## src/rtl/posit_frac_round.sv

```systemverilog
// Posit fraction-field rounding: masks the extraction window to the field width implied by k and rounds the rest.
// Build with POSIT_ROUND_STATS_EN defined to add the saturating inexact-result counter.
module posit_frac_round #(
  parameter int IN_W      = 64,
  parameter int OUT_W     = 32,
  parameter int K_W       = 6,
  parameter int EXT_MSB   = 61,
  parameter int FRAC_BASE = 26
) (
  input  logic             clk,
  input  logic             rst_n,
  input  logic             in_valid,
  output logic             in_ready,
  input  logic [IN_W-1:0]  mant_in,
  input  logic [K_W-1:0]   k_in,
  input  logic [1:0]       rnd_mode,
  output logic             out_valid,
  input  logic             out_ready,
  output logic [OUT_W-1:0] mant_out,
  output logic             inexact,
  output logic             round_ovf,
  output logic [15:0]      stat_inexact_cnt,
  input  logic             stat_clr
);

  localparam int KEEP_W = $clog2(OUT_W + 1);
  localparam int SUM_W  = OUT_W + 1;
  localparam logic [KEEP_W-1:0] OUT_W_K = KEEP_W'(OUT_W);

  typedef enum logic [1:0] {IDLE, CALC, ROUND, DONE} state_t;

  state_t              state;
  logic [EXT_MSB:0]    mant_q;
  logic [K_W-1:0]      k_q;
  logic [1:0]          mode_q;
  logic [KEEP_W-1:0]   keep_q;
  logic [OUT_W-1:0]    kept_q;
  logic                guard_q;
  logic                sticky_q;
  logic                lsb_q;

  // Field-width computation on the latched beat
  logic signed [31:0]  k_ext;
  logic signed [31:0]  nbt;
  logic [KEEP_W-1:0]   keep_c;
  logic [OUT_W-1:0]    ext_c;
  logic [OUT_W-1:0]    mask_c;
  logic [OUT_W-1:0]    tail_c;
  logic [OUT_W-1:0]    below_c;
  logic                low_c;
  logic                guard_c;
  logic                sticky_c;
  logic                lsb_c;

  assign k_ext = {{(32-K_W){k_q[K_W-1]}}, k_q};
  assign nbt   = k_q[K_W-1] ? (FRAC_BASE + 1 + k_ext) : (FRAC_BASE - k_ext);

  always_comb begin
    keep_c = '0;
    if (nbt > OUT_W)
      keep_c = OUT_W_K;
    else if (nbt > 0)
      keep_c = nbt[KEEP_W-1:0];
  end

  // tail_c marks discarded window bits; the top one is guard, the rest feed sticky
  assign ext_c    = mant_q[EXT_MSB -: OUT_W];
  assign low_c    = |mant_q[EXT_MSB-OUT_W:0];
  assign mask_c   = ~({OUT_W{1'b1}} >> keep_c);
  assign tail_c   = ~mask_c;
  assign below_c  = tail_c >> 1;
  assign guard_c  = |(ext_c & tail_c & ~below_c);
  assign sticky_c = (|(ext_c & below_c)) | low_c;
  assign lsb_c    = |(ext_c & mask_c & ~(mask_c << 1));

  // Increment; an empty field never rounds up
  logic             inc_c;
  logic [SUM_W-1:0] inc_vec;
  logic [SUM_W-1:0] sum_c;

  always_comb begin
    inc_c = 1'b0;
    case (mode_q)
      2'd1:    inc_c = guard_q & (sticky_q | lsb_q);
      2'd2:    inc_c = guard_q;
      default: inc_c = 1'b0;
    endcase
    if (keep_q == '0)
      inc_c = 1'b0;
  end

  assign inc_vec = SUM_W'(inc_c) << (OUT_W_K - keep_q);
  assign sum_c   = {1'b0, kept_q} + inc_vec;

  always_ff @(posedge clk or negedge rst_n) begin
    if (!rst_n) begin
      state     <= IDLE;
      in_ready  <= 1'b1;
      out_valid <= 1'b0;
      mant_out  <= '0;
      inexact   <= 1'b0;
      round_ovf <= 1'b0;
      mant_q    <= '0;
      k_q       <= '0;
      mode_q    <= '0;
      keep_q    <= '0;
      kept_q    <= '0;
      guard_q   <= 1'b0;
      sticky_q  <= 1'b0;
      lsb_q     <= 1'b0;
    end else begin
      case (state)
        IDLE: begin
          if (in_valid) begin
            mant_q   <= mant_in[EXT_MSB:0];
            k_q      <= k_in;
            mode_q   <= rnd_mode;
            in_ready <= 1'b0;
            state    <= CALC;
          end
        end
        CALC: begin
          keep_q   <= keep_c;
          kept_q   <= ext_c & mask_c;
          guard_q  <= guard_c;
          sticky_q <= sticky_c;
          lsb_q    <= lsb_c;
          state    <= ROUND;
        end
        ROUND: begin
          mant_out  <= sum_c[OUT_W-1:0];
          round_ovf <= sum_c[OUT_W];
          inexact   <= guard_q | sticky_q;
          out_valid <= 1'b1;
          state     <= DONE;
        end
        DONE: begin
          if (out_ready) begin
            out_valid <= 1'b0;
            in_ready  <= 1'b1;
            state     <= IDLE;
          end
        end
        default: state <= IDLE;
      endcase
    end
  end

  generate
    if (IN_W - 1 > EXT_MSB) begin : g_hi_bits
      logic unused_hi;
      assign unused_hi = ^mant_in[IN_W-1:EXT_MSB+1];
    end
  endgenerate

`ifdef POSIT_ROUND_STATS_EN
  logic [15:0] cnt;

  always_ff @(posedge clk or negedge rst_n) begin
    if (!rst_n)
      cnt <= '0;
    else if (stat_clr)
      cnt <= '0;
    else if (state == DONE && out_ready && inexact && cnt != 16'hFFFF)
      cnt <= cnt + 16'd1;
  end

  assign stat_inexact_cnt = cnt;
`else
  logic unused_clr;
  assign unused_clr       = stat_clr;
  assign stat_inexact_cnt = '0;
`endif

endmodule

```

## config.mk

```make
export PLATFORM = sky130hd
export DESIGN_NAME = posit_frac_round
export DESIGN_NICKNAME = d
export VERILOG_FILES = /design/src/rtl/posit_frac_round.sv
export SDC_FILE = /design/constraint.sdc
export NUM_CORES = 1
export LEC_CHECK = 0
export CORE_ASPECT_RATIO = 1.75
export CORE_MARGIN = 1
export CORE_UTILIZATION = 56
export CTS_CLUSTER_DIAMETER = 60
export DETAILED_ROUTE_END_ITERATION = 7
export GPL_TIMING_DRIVEN = 0
export MAX_ROUTING_LAYER = met4
export PLACE_DENSITY = 0.79
export SYNTH_ARGS = -nofsm -noshare
export SYNTH_HDL_FRONTEND = slang
export SYNTH_SLANG_ARGS = --single-unit
```

## constraint.sdc

```tcl
create_clock -name clk -period 4.5 [get_ports clk]
set_input_delay 0.9 -clock clk [delete_from_list [all_inputs] [get_ports clk]]
set_output_delay 0.9 -clock clk [all_outputs]
set_load 0.01 [all_outputs]
```

==> flow_summary.json <==
{
  "synth.most_common_cell": "dfrtp_1",
  "htreeDepth": 4,
  "syn2layout_area_growth_pct": 23.2,
  "worstPathArrival_ps": 4640,
  "synth_seq_area_share_pct": 39.7,
  "yosysUniqueCellTypes": 80,
  "critical_path_class": "flip-flop to flip-flop",
  "synth_cells": 987,
  "yosys_warnings": 0,
  "p_total_w": 0.00966,
  "globalplace.congestion": 1.07,
  "dr.pass1.iters": 5,
  "pin_count": 129,
  "clockPowerShare_pct": 13.9,
  "timing.fmax_ghz": 0.230,
  "setup_viol": 0,
  "syn-cell-area_um2": 9400,
  "nets": 1251,
  "viasPerCell": 6.20,
  "p_seq_share_pct": 26.8,
  "post-place-ws_ps": -403,
  "tightest_slew_ps": 1030,
  "synthFlopType": "dfrtp_1",
  "antenna_left": 0,
  "drc_errors": 0,
  "grt_max_degree": 80,
  "syn_area_per_cell_um2": 9.53,
  "die-area_um2": 17300,
  "min_period_ps": 4350,
  "num_vias": 8483,
  "grt_usage_pct": 37.9,
  "synth_commonest_cells": "148 x dfrtp_1, 98 x mux2_2, 88 x nor2_1",
  "synth_edf_count": 0,
  "drive_above_1_share_pct": 18.6,
  "worstHoldPathType": "primary input to async pin",
  "path_clk_slew_ps": 70,
  "avgRoutedWirePerCell_um": 22.4,
  "cts_max_path_buffers": 2,
  "cap_violations": 0,
  "yosys.area.top_type": "dfrtp_1",
  "io_buffers": 109,
  "dp_hpwl_um": 23100,
  "clockRootBuffer": "clkbuf_16",
  "clock_skew_ps": 9.63,
  "start_util_pct": 57.2,
  "crit_fanout": 5,
  "holdWs_ps": 456,
  "hold_viol_final": 0,
  "crit_start": "keep_q[2]",
  "irDropWorstVdd_mv": 0.660,
  "utilization_pct": 70.5,
  "endpoint_kind": "flip-flop",
  "rows": 62,
  "cts_tree": "done",
  "core_um2": 16400,
  "switching_power_w": 0.00487,
  "cts.sinks": 149,
  "sw_frac_of_total_pct": 50.4,
  "grt_overflow": 0,
  "drt_iter0_drc": 546,
  "async_flop_share_pct": 100,
  "required_ps": 4790,
  "crit_path_start_kind": "flip-flop",
  "die_w_um": 100,
  "antenna_cells": 0,
  "place_area_um2": 10900,
  "r2r_start": "keep_q[2]",
  "ys_seq_elements": 149,
  "worst_slack_ps": 147,
  "slew_headroom_pct": 30.7,
  "wirelength_um": 30700,
  "clk_latency_ps": 430,
  "p_leak_nw": 5.07,
  "antenna_found_initial": 0,
  "synthTopCellsByArea": "dfrtp_1 39%, mux2_2 12%, ha_1 5.5%",
  "grt_first_pass_wirelength_um": 47500,
  "slew_violations": 0,
  "synth_top_area_share_pct": 39.4,
  "numCtsBuffers": 17,
  "final_area_um2": 11600,
  "p_int_w": 0.00479,
  "power.share.combinational_pct": 59.3,
  "pwr_density_cell_nw_per_um2": 834,
  "status": "completed",
  "grt_pass1_vias": 8725,
  "fin_crit_sh_pct": 96.7,
  "fp.dieH_um": 173
}
[path summary, 6_finish.rpt]
path | end | slack (ps) | depth (start not counted)
max | mant_out[30] | 150 | 17
min | k_q[4] | 460 | 1
max reg2reg | mant_out[30] | 150 | 17
min reg2reg | mant_out[22] | 500 | 1
max in group asynchronous | keep_q[0] | 3220 | 2
min in group clk | mant_out[22] | 500 | 1
[cell families (layout without fill, tap and decap cells)]
family                     after synthesis  count (layout)  synth area share [%]
AOI/OAI and AO/OA                      241             241                  17.2
xor gates and xnor gates                36              36                  3.35
adders and majority gates               42              42                  5.67
buffers and inverters                  113             256                  5.52
DFF                                    149             149                  39.7
muxes                                  103             103                  12.4
other                                    1              16                0.0399
and+or+nand+nor                        302             302                  16.2
[registers in the layout, indices dropped and copies added (netlist names)]
register and count:
round_ovf 1, mode_q 2, state 2, sticky_q 1
out_valid 1, k_q 6, inexact 1, mant_q 62
mant_out 32, lsb_q 1, kept_q 32, keep_q 6
guard_q 1, in_ready 1
[layout make-up]
class / instances / area, um^2
fillers: 1264 / 4860
repair buffers: 113 / 1140
clock inverters: 12 / 95.1
plain buffers: 56 / 305
clock buffers: 20 / 457
flip-flops and latches: 149 / 3730
well taps: 224 / 280
multi-input cells: 740 / 5370
inverters: 55 / 206
[layer usage]
| layer | track usage (%) | share of wire (%) |
|---|---|---|
| met3 | 6.45 | 4.2 |
| met5 | - | 0 |
| met1 | 36.7 | 34 |
| met4 | 27.8 | 8.3 |
| met2 | 66.3 | 53 |
[critical path: stages (launching register included)]
cell and delay, ps:
dfrtp_1 440, or3_1 440, nor3_2 170, xor2_1 290, nor2b_2 120, nand2_2 140, nor2_1 60, ha_1 240
fa_2 390, a211oi_2 260, o211ai_1 170, a2111oi_2 420, nor2_2 140, a21oi_4 210, o311ai_4 160, o31ai_2 280
xor2_1 170, a21oi_1 80
[placed cells by master, fill, tap and decap left out, drive strengths merged, types with 21 or more instances in the layout]
cell type	n
nand2	66
ha	41
xnor2	22
nor2	90
a21oi	53
clkbuf	39
dfrtp	148
o21ai	57
clkdlybuf4s50	108
inv	60
nand4	21
nand3	44
mux2	98
buf	42
[power by group through the flow]
stage | logic, W | registers (W) | clock network (W)
after floorplan | 0.00357 | 0.00237 | 0
after global placement | 0.00540 | 0.00257 | 0
after detailed placement | 0.00541 | 0.00257 | 0
after CTS | 0.00547 | 0.00255 | 0.00136
after global routing | 0.00610 | 0.00264 | 0.00141
final | 0.00573 | 0.00259 | 0.00134
[metrics by stage]
step,TNS [ps],std cells
final,0,1369
after global routing,-146,1369
after CTS,-4.75,1368
after detailed placement,-1540,1336
after global placement,-479930,1335
after floorplan,0,1002
[what timing repair did]
item,CTS,global route
hold buffers,0,0
resized for setup,7,29
setup endpoints to repair,9,14
buffers inserted,1,2
pin swaps,1,8
Power figures use the tool's default switching activity.
